<file path="src/rtl/fifo_splitter_n_pkg.sv">
// fifo_splitter_n_pkg
//   Shared sizing helpers for the broadcast splitter and its callers.
//   clog2    : ceil(log2(value)), used by instantiating code to derive
//              ADDR_WIDTH from a desired buffer depth.
//   depth_of : entries in a buffer addressed by addr_width bits.
package fifo_splitter_n_pkg;

    function automatic int clog2(input int value);
        int r;
        r = 0;
        for (int i = 0; i < 31; i++) begin
            if ((1 << i) < value) r = i + 1;
        end
        return r;
    endfunction

    function automatic int depth_of(input int addr_width);
        return 1 << addr_width;
    endfunction

endpackage

</file>
<file path="src/rtl/fifo_splitter_n_fifo_channel.sv">
// fifo_channel
//   One DEPTH-entry first-word-fall-through buffer. The head word is read
//   straight from storage, so a pushed word becomes visible the cycle after
//   the push edge (no same-cycle bypass).
// Ports:
//   clk, rst   : clock, synchronous active-high reset
//   push       : write wdata this edge (caller guarantees not full)
//   pop_ready  : consumer ready; ignored while empty
//   wdata      : word to write
//   rdata      : head word, meaningful when valid
//   valid      : buffer non-empty
//   count      : occupancy 0..DEPTH
//   full/empty : occupancy flags
module fifo_channel
    import fifo_splitter_n_pkg::*;
#(
    parameter int WIDTH      = 12,
    parameter int ADDR_WIDTH = 2
) (
    input  logic                  clk,
    input  logic                  rst,
    input  logic                  push,
    input  logic                  pop_ready,
    input  logic [WIDTH-1:0]      wdata,
    output logic [WIDTH-1:0]      rdata,
    output logic                  valid,
    output logic [ADDR_WIDTH:0]   count,
    output logic                  full,
    output logic                  empty
);

    localparam int                  DEPTH     = depth_of(ADDR_WIDTH);
    localparam logic [ADDR_WIDTH:0] DEPTH_CNT = (ADDR_WIDTH+1)'(DEPTH);
    localparam logic [ADDR_WIDTH:0] CNT_ONE   = (ADDR_WIDTH+1)'(1);
    localparam logic [ADDR_WIDTH-1:0] PTR_ONE = ADDR_WIDTH'(1);

    logic [WIDTH-1:0]      mem_q [DEPTH];
    logic [ADDR_WIDTH-1:0] wr_ptr_q, wr_ptr_d;
    logic [ADDR_WIDTH-1:0] rd_ptr_q, rd_ptr_d;
    logic [ADDR_WIDTH:0]   count_q, count_d;
    logic                  do_push;
    logic                  do_pop;

    assign empty = (count_q == '0);
    assign full  = (count_q == DEPTH_CNT);
    assign valid = ~empty;
    assign count = count_q;
    assign rdata = mem_q[rd_ptr_q];

    // Guard against a push into a full buffer even though the top never
    // issues one; a full buffer never passes a word through on a pop.
    assign do_push = push & ~full;
    assign do_pop  = pop_ready & ~empty;

    always_comb begin
        wr_ptr_d = wr_ptr_q;
        rd_ptr_d = rd_ptr_q;
        count_d  = count_q;
        if (do_push) wr_ptr_d = wr_ptr_q + PTR_ONE;
        if (do_pop)  rd_ptr_d = rd_ptr_q + PTR_ONE;
        case ({do_push, do_pop})
            2'b10:   count_d = count_q + CNT_ONE;
            2'b01:   count_d = count_q - CNT_ONE;
            default: count_d = count_q;
        endcase
    end

    always_ff @(posedge clk) begin
        if (rst) begin
            wr_ptr_q <= '0;
            rd_ptr_q <= '0;
            count_q  <= '0;
        end else begin
            wr_ptr_q <= wr_ptr_d;
            rd_ptr_q <= rd_ptr_d;
            count_q  <= count_d;
        end
    end

    // Storage carries no reset; contents are only observed when valid.
    always_ff @(posedge clk) begin
        if (do_push) mem_q[wr_ptr_q] <= wdata;
    end

endmodule

</file>
<file path="src/rtl/fifo_splitter_n.sv">
// fifo_splitter_n
//   Broadcasts one valid/ready token stream to OUT_NUM independent FWFT
//   buffers. A per-token mask selects which outputs receive it; a token
//   enters every selected buffer on the same edge or none of them.
// Ports:
//   clk, rst        : clock, synchronous active-high reset
//   data_in         : input token
//   data_in_mask    : bit i = deliver to output i
//   data_in_valid   : input token valid
//   data_in_ready   : token accepted when valid & ready
//   data_out        : channel i head at [i*WIDTH +: WIDTH]
//   data_out_valid  : per-channel head valid
//   data_out_ready  : per-channel consumer ready
//   count           : channel i occupancy at [i*(ADDR_WIDTH+1) +: ADDR_WIDTH+1]
//   idle            : every channel empty
module fifo_splitter_n
    import fifo_splitter_n_pkg::*;
#(
    parameter int WIDTH      = 12,
    parameter int OUT_NUM    = 4,
    parameter int ADDR_WIDTH = 2
) (
    input  logic                              clk,
    input  logic                              rst,
    input  logic [WIDTH-1:0]                  data_in,
    input  logic [OUT_NUM-1:0]                data_in_mask,
    input  logic                              data_in_valid,
    output logic                              data_in_ready,
    output logic [OUT_NUM*WIDTH-1:0]          data_out,
    output logic [OUT_NUM-1:0]                data_out_valid,
    input  logic [OUT_NUM-1:0]                data_out_ready,
    output logic [OUT_NUM*(ADDR_WIDTH+1)-1:0] count,
    output logic                              idle
);

    logic [OUT_NUM-1:0][WIDTH-1:0]      ch_data;
    logic [OUT_NUM-1:0][ADDR_WIDTH:0]   ch_count;
    logic [OUT_NUM-1:0]                 ch_full;
    logic [OUT_NUM-1:0]                 ch_empty;
    logic [OUT_NUM-1:0]                 ch_push;
    logic                               push_en;

    // Ready depends only on the mask and registered fullness, never on
    // data_out_ready: a full channel with a same-cycle pop still blocks.
    always_comb begin
        data_in_ready = 1'b1;
        for (int i = 0; i < OUT_NUM; i++) begin
            if (data_in_mask[i] && ch_full[i]) data_in_ready = 1'b0;
        end
    end

    assign push_en = data_in_valid & data_in_ready;
    assign ch_push = {OUT_NUM{push_en}} & data_in_mask;

    for (genvar g = 0; g < OUT_NUM; g++) begin : g_ch
        fifo_channel #(
            .WIDTH      (WIDTH),
            .ADDR_WIDTH (ADDR_WIDTH)
        ) u_ch (
            .clk       (clk),
            .rst       (rst),
            .push      (ch_push[g]),
            .pop_ready (data_out_ready[g]),
            .wdata     (data_in),
            .rdata     (ch_data[g]),
            .valid     (data_out_valid[g]),
            .count     (ch_count[g]),
            .full      (ch_full[g]),
            .empty     (ch_empty[g])
        );
    end

    assign data_out = ch_data;
    assign count    = ch_count;
    assign idle     = &ch_empty;

endmodule
</file>
<file path="config.mk">
export PLATFORM = sky130hd
export DESIGN_NAME = fifo_splitter_n
export DESIGN_NICKNAME = d
export VERILOG_FILES = /design/src/rtl/fifo_splitter_n_pkg.sv /design/src/rtl/fifo_splitter_n_fifo_channel.sv /design/src/rtl/fifo_splitter_n.sv
export SDC_FILE = /design/constraint.sdc
export NUM_CORES = 1
export LEC_CHECK = 0
export ABC_AREA = 1
export CAP_MARGIN = 5
export CORE_UTILIZATION = 55
export DETAILED_ROUTE_END_ITERATION = 10
export PLACE_DENSITY = 0.74
export SLEW_MARGIN = 10
export SYNTH_ARGS = -nofsm -noshare
export SYNTH_HDL_FRONTEND = slang
export SYNTH_SLANG_ARGS = --single-unit
</file>
<file path="constraint.sdc">
create_clock -name clk -period 2.4 [get_ports clk]
set_clock_uncertainty 0.1 [all_clocks]
set_input_delay 0.48 -clock clk [delete_from_list [all_inputs] [get_ports clk]]
set_output_delay 0.48 -clock clk [all_outputs]
set_load 0.02 [all_outputs]
</file>
==> impl_metrics.env, run 1 <==
export IMPL_synth_common_cells="edfxtp_1, nor2_1, o21ai_0"
export IMPL_worstHoldPathType="reg -> reg"
export IMPL_antenna_found_initial=0
export IMPL_postSynthCellCount=724
export IMPL_clockRootBuffer="clkbuf_16"
export IMPL_synthArstFlopShare=0
export IMPL_ios=89
export IMPL_synth_edf_count=192
export IMPL_yosysUniqueCellTypes=22
export IMPL_grt_pass1_wl_um=29500
export IMPL_clkPwrFrac=0.279
export IMPL_intPower_mw=8.36
export IMPL_fin_tns_setup_ns=0
export IMPL_peakVddDrop_v=0.000838
export IMPL_regArea_mm2=0.00649
export IMPL_worstPathRequired_ns=1.82
export IMPL_overflow=0
export IMPL_outcome="finished, final reports clean"
export IMPL_portBuffers=88
export IMPL_critPathLaunchType="flop"
export IMPL_hold_viol_final=0
export IMPL_fin_area_mm2=0.0112
export IMPL_cp_endpoint="data_out[29]"
export IMPL_yosysTopAreaCell="edfxtp_1"
export IMPL_crit_type="reg -> out"
export IMPL_clockBufferDepth=3
export IMPL_switchingPower_mw=4.16
export IMPL_placed_area_mm2=0.0105
export IMPL_regToRegStartpoint="g_ch[2].u_ch.count[1]"
export IMPL_multi_input_area_mm2=0.00211
export IMPL_synth_main_ff_cell="edfxtp_1"
export IMPL_drc_errors=0
export IMPL_setup_viol=0
export IMPL_tritoncts="yes"
export IMPL_finalWirelength_um=19100
export IMPL_start_util=0.565
export IMPL_crit_arrival_ns=1.77
export IMPL_r2r_end="g_ch[0].u_ch.count[2]"
export IMPL_ant_nets=0
export IMPL_seqPwrFrac=0.393
export IMPL_htreeDepth=1
export IMPL_routedWlPerCell_um=17.4
export IMPL_n_antenna_cell=0
export IMPL_fp_dieArea_mm2=0.0168
export IMPL_yosys_warnings=0
export IMPL_synth_nets=771
export IMPL_fin_crit_ns=2.35
export IMPL_fin_crit_sh=0.979
export IMPL_postSynthAreaPerCell_um2=12.4
export IMPL_first_iter_violations=499
export IMPL_ys_ff_latch=228
export IMPL_fp_row_count=46
export IMPL_clkSinkCount=228
export IMPL_clk_pin_slew_worst_paths_ns=0.06
export IMPL_first_pass_iters=5
export IMPL_reg2regPathDepth=12
export IMPL_viasPerCell=5.52
export IMPL_swShare=0.332
export IMPL_ys_seq_area_frac=0.722
export IMPL_num_vias=6072
export IMPL_grt_max_degree=25
export IMPL_dp_hpwl_um=12300
export IMPL_gp_congestion=0.826
export IMPL_drive_above_1_share=0.145
export IMPL_rrSetupSlack_ns=0.15
export IMPL_syn_to_final_growth_pct=24.4
export IMPL_syn_area_mm2=0.00898
export IMPL_rsz0062_at_grt="yes"
export IMPL_max_slew_margin=0.487
export IMPL_grt_usage=0.231
export IMPL_power_density_mw_per_mm2=1120
export IMPL_core_mm2=0.0159
export IMPL_clkLatencyLatePin_ns=0.49
export IMPL_combPwrFrac=0.329
export IMPL_fillers=1117
export IMPL_die_y_um=130
export IMPL_p_leak_nw=4.11
export IMPL_grt_pass1_vias=5915
export IMPL_die_x_um=130
export IMPL_timing_fmax_ghz=0.425
export IMPL_tightest_slew_ns=0.767
export IMPL_cts_buffers_inserted=22
export IMPL_final_max_slew_viol_count=0
export IMPL_critPathCaptureType="primary output"
export IMPL_synthTopCellsByArea="edfxtp_1, dfxtp_1, o21ai_0"
export IMPL_synth_most_common_cell="edfxtp_1"
export IMPL_nets=915
export IMPL_maxCapViolCount=0
export IMPL_yosysTopAreaCellShare=0.642
export IMPL_cts_hold_buffers=0
export IMPL_critPathMaxFanout=12
-- layout by cell type, fill, tap and decap left out, types with 7 or more instances in the layout --
| cell type | count |
|---|---|
| dlygate4sd2_1 | 35 |
| clkdlybuf4s50_1 | 38 |
| nand4_1 | 8 |
| nor2_1 | 132 |
| clkbuf_2 | 13 |
| o21ai_0 | 106 |
| a21oi_1 | 26 |
| clkbuf_16 | 25 |
| ha_1 | 20 |
| o22ai_1 | 47 |
| inv_1 | 63 |
| edfxtp_1 | 192 |
| dfxtp_1 | 31 |
| nand3_1 | 7 |
| nand2_1 | 26 |
| o21ai_1 | 10 |
| buf_4 | 60 |
-- cell type report --
class | instances | area share
Clock buffer | 33 | 0.0614
Sequential cell | 228 | 0.581
Tap cell | 216 | 0.0242
Multi-Input combinational cell | 396 | 0.188
Inverter | 68 | 0.0228
Timing Repair Buffer | 152 | 0.116
Clock inverter | 7 | 0.00605
-- state kept, by name (all words and copies together), names as in the netlist, named ones only --
name and flops:
g_ch.u_ch.rd_ptr_q 8, g_ch.u_ch.count 12, g_ch.u_ch.mem_q 192, g_ch.u_ch.wr_ptr_q 8
-- power by group through the flow --
stage,Clock [mW],Combinational (mW),Sequential [mW]
after floorplan,0,2.33,5.02
after global placement,0,4.23,4.95
after detailed placement,0,4.37,4.97
after CTS,3.54,4.11,4.90
after global routing,3.68,4.46,4.95
final,3.49,4.12,4.92
-- kinds of logic after synthesis --
kind of cell / count (synthesis) / synth area share
flip-flops: 228 / 0.722
AO/OA/AOI/OAI: 193 / 0.115
AND/OR/NAND/NOR: 179 / 0.0803
buffers and inverters: 100 / 0.0454
adder cells (fa/ha/maj): 24 / 0.0368
-- repair_timing --
item	in CTS	in global routing
hold endpoints to repair	0	0
pin swaps	0	1
buffers inserted	0	0
gates resized for setup	61	45
endpoints found under the setup margin	50	28
-- how the worst min path moves through the flow --
stage / slack (ns) / end / cells after the start / start
after floorplan: 0.34 / flop / 2 / g_ch[3].u_ch.rd_ptr_q[1]
after global placement: 0.35 / g_ch[3].u_ch.rd_ptr_q[1] / 2 / g_ch[3].u_ch.rd_ptr_q[1]
after detailed placement: 0.35 / g_ch[2].u_ch.rd_ptr_q[1] / 2 / g_ch[2].u_ch.rd_ptr_q[1]
after CTS: 0.36 / flop / 2 / g_ch[2].u_ch.rd_ptr_q[1]
after global routing: 0.38 / flop / 1 / g_ch[0].u_ch.rd_ptr_q[0]
final: 0.36 / flop / 2 / g_ch[2].u_ch.rd_ptr_q[1]
-- through the flow --
stage | util | power [mW] | cells | hold WS, ns | setup WS (ns)
6_report | 0.703 | 12.5 | 1100 | 0.355 | 0.0495
3_3_place_gp | 0.661 | 9.18 | 1060 | 0.349 | -0.220
4_1_cts | 0.705 | 12.5 | 1100 | 0.358 | 0.00703
5_1_grt | 0.703 | 13.1 | 1100 | 0.381 | -0.000878
2_1_floorplan | - | 7.35 | 724 | 0.336 | 0.227
3_5_place_dp | 0.661 | 9.35 | 1060 | 0.355 | -0.311
-- metal layers --
layer  wire (um)  track usage  vias up  share of wire
li1            -            -     2865              -
met1        8060        0.295     2968           0.42
met2        9520        0.402      201           0.50
met3        1040       0.0308       38          0.055
met4         478       0.0876        0          0.025
met5           0            0        -              0
-- worst max-delay path: stages, from the launching register on --
cell           delay [ns]
dfxtp_1              0.38
inv_1                0.07
buf_4                0.18
o21ai_0              0.19
o22ai_1              0.12
dlygate4sd2_1        0.34
Power figures use the tool's default switching activity.
==> inputs of run 2 (changes only) <==
--- a/config.mk
+++ b/config.mk
@@ -6,6 +6,7 @@
 export NUM_CORES = 1
 export LEC_CHECK = 0
 export ABC_AREA = 1
+export ABC_CLOCK_PERIOD_IN_PS = 2400
 export CAP_MARGIN = 5
 export CORE_UTILIZATION = 55
 export DETAILED_ROUTE_END_ITERATION = 10
==> results of run 2 <==
Same layout as run 1: the final DEF is identical, and so are final timing and power.
==> inputs of run 3 (changes only) <==
--- a/config.mk
+++ b/config.mk
@@ -10,7 +10,8 @@
 export CAP_MARGIN = 5
 export CORE_UTILIZATION = 55
 export DETAILED_ROUTE_END_ITERATION = 10
-export PLACE_DENSITY = 0.74
+export PLACE_DENSITY = 0.79
+export RECOVER_POWER = 25
 export SLEW_MARGIN = 10
 export SYNTH_ARGS = -nofsm -noshare
 export SYNTH_HDL_FRONTEND = slang
==> run 3 against run 2 <==
  * Wire length increased by 1.9%
  * Setup slack got worse by 0.0017 ns
  * Clock-buffer cell count decreased by 9
  * Sequential share of layout area decreased by 0.21 points
  * Non-clock buffer count unchanged
  * Critical path depth decreased by 1
  * Die area unchanged
  * Via count increased by 0.12%
  * Combinational power increased by 1%
  * Largest cell class unchanged
==> impl_metrics.env, run 3 (same netlist as run 1, synthesis figures left out) <==
export IMPL_critPathCaptureType="primary output"
export IMPL_n_antenna_cell=0
export IMPL_switchingPower_mw=4.22
export IMPL_nets=915
export IMPL_timing_fmax_ghz=0.425
export IMPL_grt_pass1_vias=5933
export IMPL_slowest_stage="dfxtp_2"
export IMPL_placed_area_mm2=0.0105
export IMPL_wl_met2_um=9860
export IMPL_layout_commonest_cell="edfxtp_1"
export IMPL_peakVddDrop_v=0.000983
export IMPL_drc_errors=0
export IMPL_viasPerCell=5.53
export IMPL_swShare=0.330
export IMPL_clockRootBuffer="clkbuf_16"
export IMPL_p_total_mw=12.8
export IMPL_crit_arrival_ns=1.77
export IMPL_crit_family="buffers and inverters"
export IMPL_die_y_um=130
export IMPL_final_max_slew_viol_count=0
export IMPL_core_mm2=0.0159
export IMPL_cts_buffers_inserted=22
export IMPL_finalWirelength_um=19500
export IMPL_grt_pass1_wl_um=29800
export IMPL_fin_area_mm2=0.0112
export IMPL_dp_cells=1060
export IMPL_largest_register_ffs=192
export IMPL_wl_met3_um=1060
export IMPL_final_cell_mix="edfxtp_1, nor2_1, o21ai_0"
export IMPL_crit_type="reg -> out"
export IMPL_routedWlPerCell_um=17.7
export IMPL_num_vias=6079
export IMPL_ant_nets=0
export IMPL_fin_crit_ns=2.35
export IMPL_overflow=0
export IMPL_regArea_mm2=0.00649
export IMPL_clkLatencyLatePin_ns=0.50
export IMPL_portBuffers=88
export IMPL_rsz0062_at_grt="no"
export IMPL_fp_dieArea_mm2=0.0168
export IMPL_tritoncts="yes"
export IMPL_worstHoldPathType="reg -> reg"
export IMPL_seqPwrFrac=0.384
export IMPL_die_x_um=130
export IMPL_final_cells=1100
export IMPL_intPower_mw=8.57
export IMPL_setup_ws_ns=0.0478
export IMPL_first_pass_iters=6
export IMPL_cpPeakStageDelay_ns=0.43
export IMPL_max_slew_margin=0.324
export IMPL_clkPwrFrac=0.291
export IMPL_tightest_slew_ns=1.01
export IMPL_clockBufferDepth=3
export IMPL_drt_met1_wl_um=8100
export IMPL_multi_input_area_mm2=0.00210
export IMPL_whs_ns=0.357
export IMPL_fin_tns_setup_ns=0
export IMPL_antenna_found_initial=0
export IMPL_ios=89
export IMPL_gp_congestion=0.824
export IMPL_dp_slack_ns=-0.283
export IMPL_crit_chain="buf_4 > o21ai_0 > o22ai_1 > dlygate4sd2_1"
export IMPL_start_util=0.565
export IMPL_fillers=1079
export IMPL_first_iter_violations=564
export IMPL_critPathMaxFanout=8
export IMPL_hold_viol_final=0
export IMPL_combPwrFrac=0.325
export IMPL_grt_usage=0.235
export IMPL_dp_hpwl_um=12200
export IMPL_htreeDepth=1
export IMPL_outcome="finished, final reports clean"
export IMPL_post_route_util=0.706
export IMPL_regMostFlops="g_ch.u_ch.mem_q"
export IMPL_top_layer_used="met4"
export IMPL_grt_max_degree=25
export IMPL_drive_above_1_share=0.140
export IMPL_fin_crit_sh=0.980
export IMPL_cts_setup_buffers=0
export IMPL_cp_num_buf_inv=2
export IMPL_fp_row_count=46
export IMPL_setup_viol=0
export IMPL_p_leak_nw=4.13
export IMPL_worstPathRequired_ns=1.82
export IMPL_clkSinkCount=228
export IMPL_maxCapViolCount=0
export IMPL_syn_to_final_growth_pct=24.9
export IMPL_critPathLaunchType="flop"
export IMPL_clk_pin_slew_worst_paths_ns=0.06
export IMPL_power_density_mw_per_mm2=1140
[run 3: cell count changes in the layout (fill, tap and decap cells not counted), sizes merged, moves of 4 or more]
cell and delta:
clkdlybuf4s50 -10, dlygate4sd2 -7, clkdlybuf4s15 +7, dlygate4sd3 +10, bufinv +4, clkbuf -9, clkinv +5
[run 3: worst paths after layout]
check        slack, ns  depth (start not counted)               endpoint                     start
max               0.05                          4           data_out[32]                      flop
min               0.36                          2                   flop  g_ch[3].u_ch.rd_ptr_q[1]
max reg2reg       0.21                         12  g_ch[3].u_ch.count[2]     g_ch[1].u_ch.count[0]
min reg2reg       0.36                          2                   flop  g_ch[3].u_ch.rd_ptr_q[1]
[run 3: power by group through the flow]
stage | logic (mW) | clock network, mW | registers [mW]
final | 4.16 | 3.72 | 4.92
after global routing | 4.51 | 3.91 | 4.96
after CTS | 4.16 | 3.75 | 4.91
after detailed placement | 4.41 | 0 | 4.98
after global placement | 4.25 | 0 | 4.95
after floorplan | 2.33 | 0 | 5.02
[run 3: final cells by class]
| class | count | area share |
|---|---|---|
| Timing Repair Buffer | 152 | 0.117 |
| Clock buffer | 24 | 0.0516 |
| Clock inverter | 16 | 0.0185 |
| Multi-Input combinational cell | 396 | 0.187 |
| Tap cell | 216 | 0.0241 |
| Sequential cell | 228 | 0.579 |
| Inverter | 68 | 0.0228 |
[run 3: what timing repair did]
item                                    CTS  global route
resized for setup                        64            41
hold buffers                              0             0
endpoints found under the setup margin   50            35
[run 3: worst min-delay path: stages (launching register included)]
cell     delay [ns]
dfxtp_1        0.30
inv_1          0.05
a21oi_1        0.07
[run 3: routing by layer]
| metal | global-route usage | vias to the layer above |
|---|---|---|
| met5 | 0 | - |
| met4 | 0.0787 | 0 |
| met3 | 0.0283 | 36 |
| met2 | 0.410 | 240 |
| met1 | 0.306 | 2932 |
| li1 | - | 2871 |
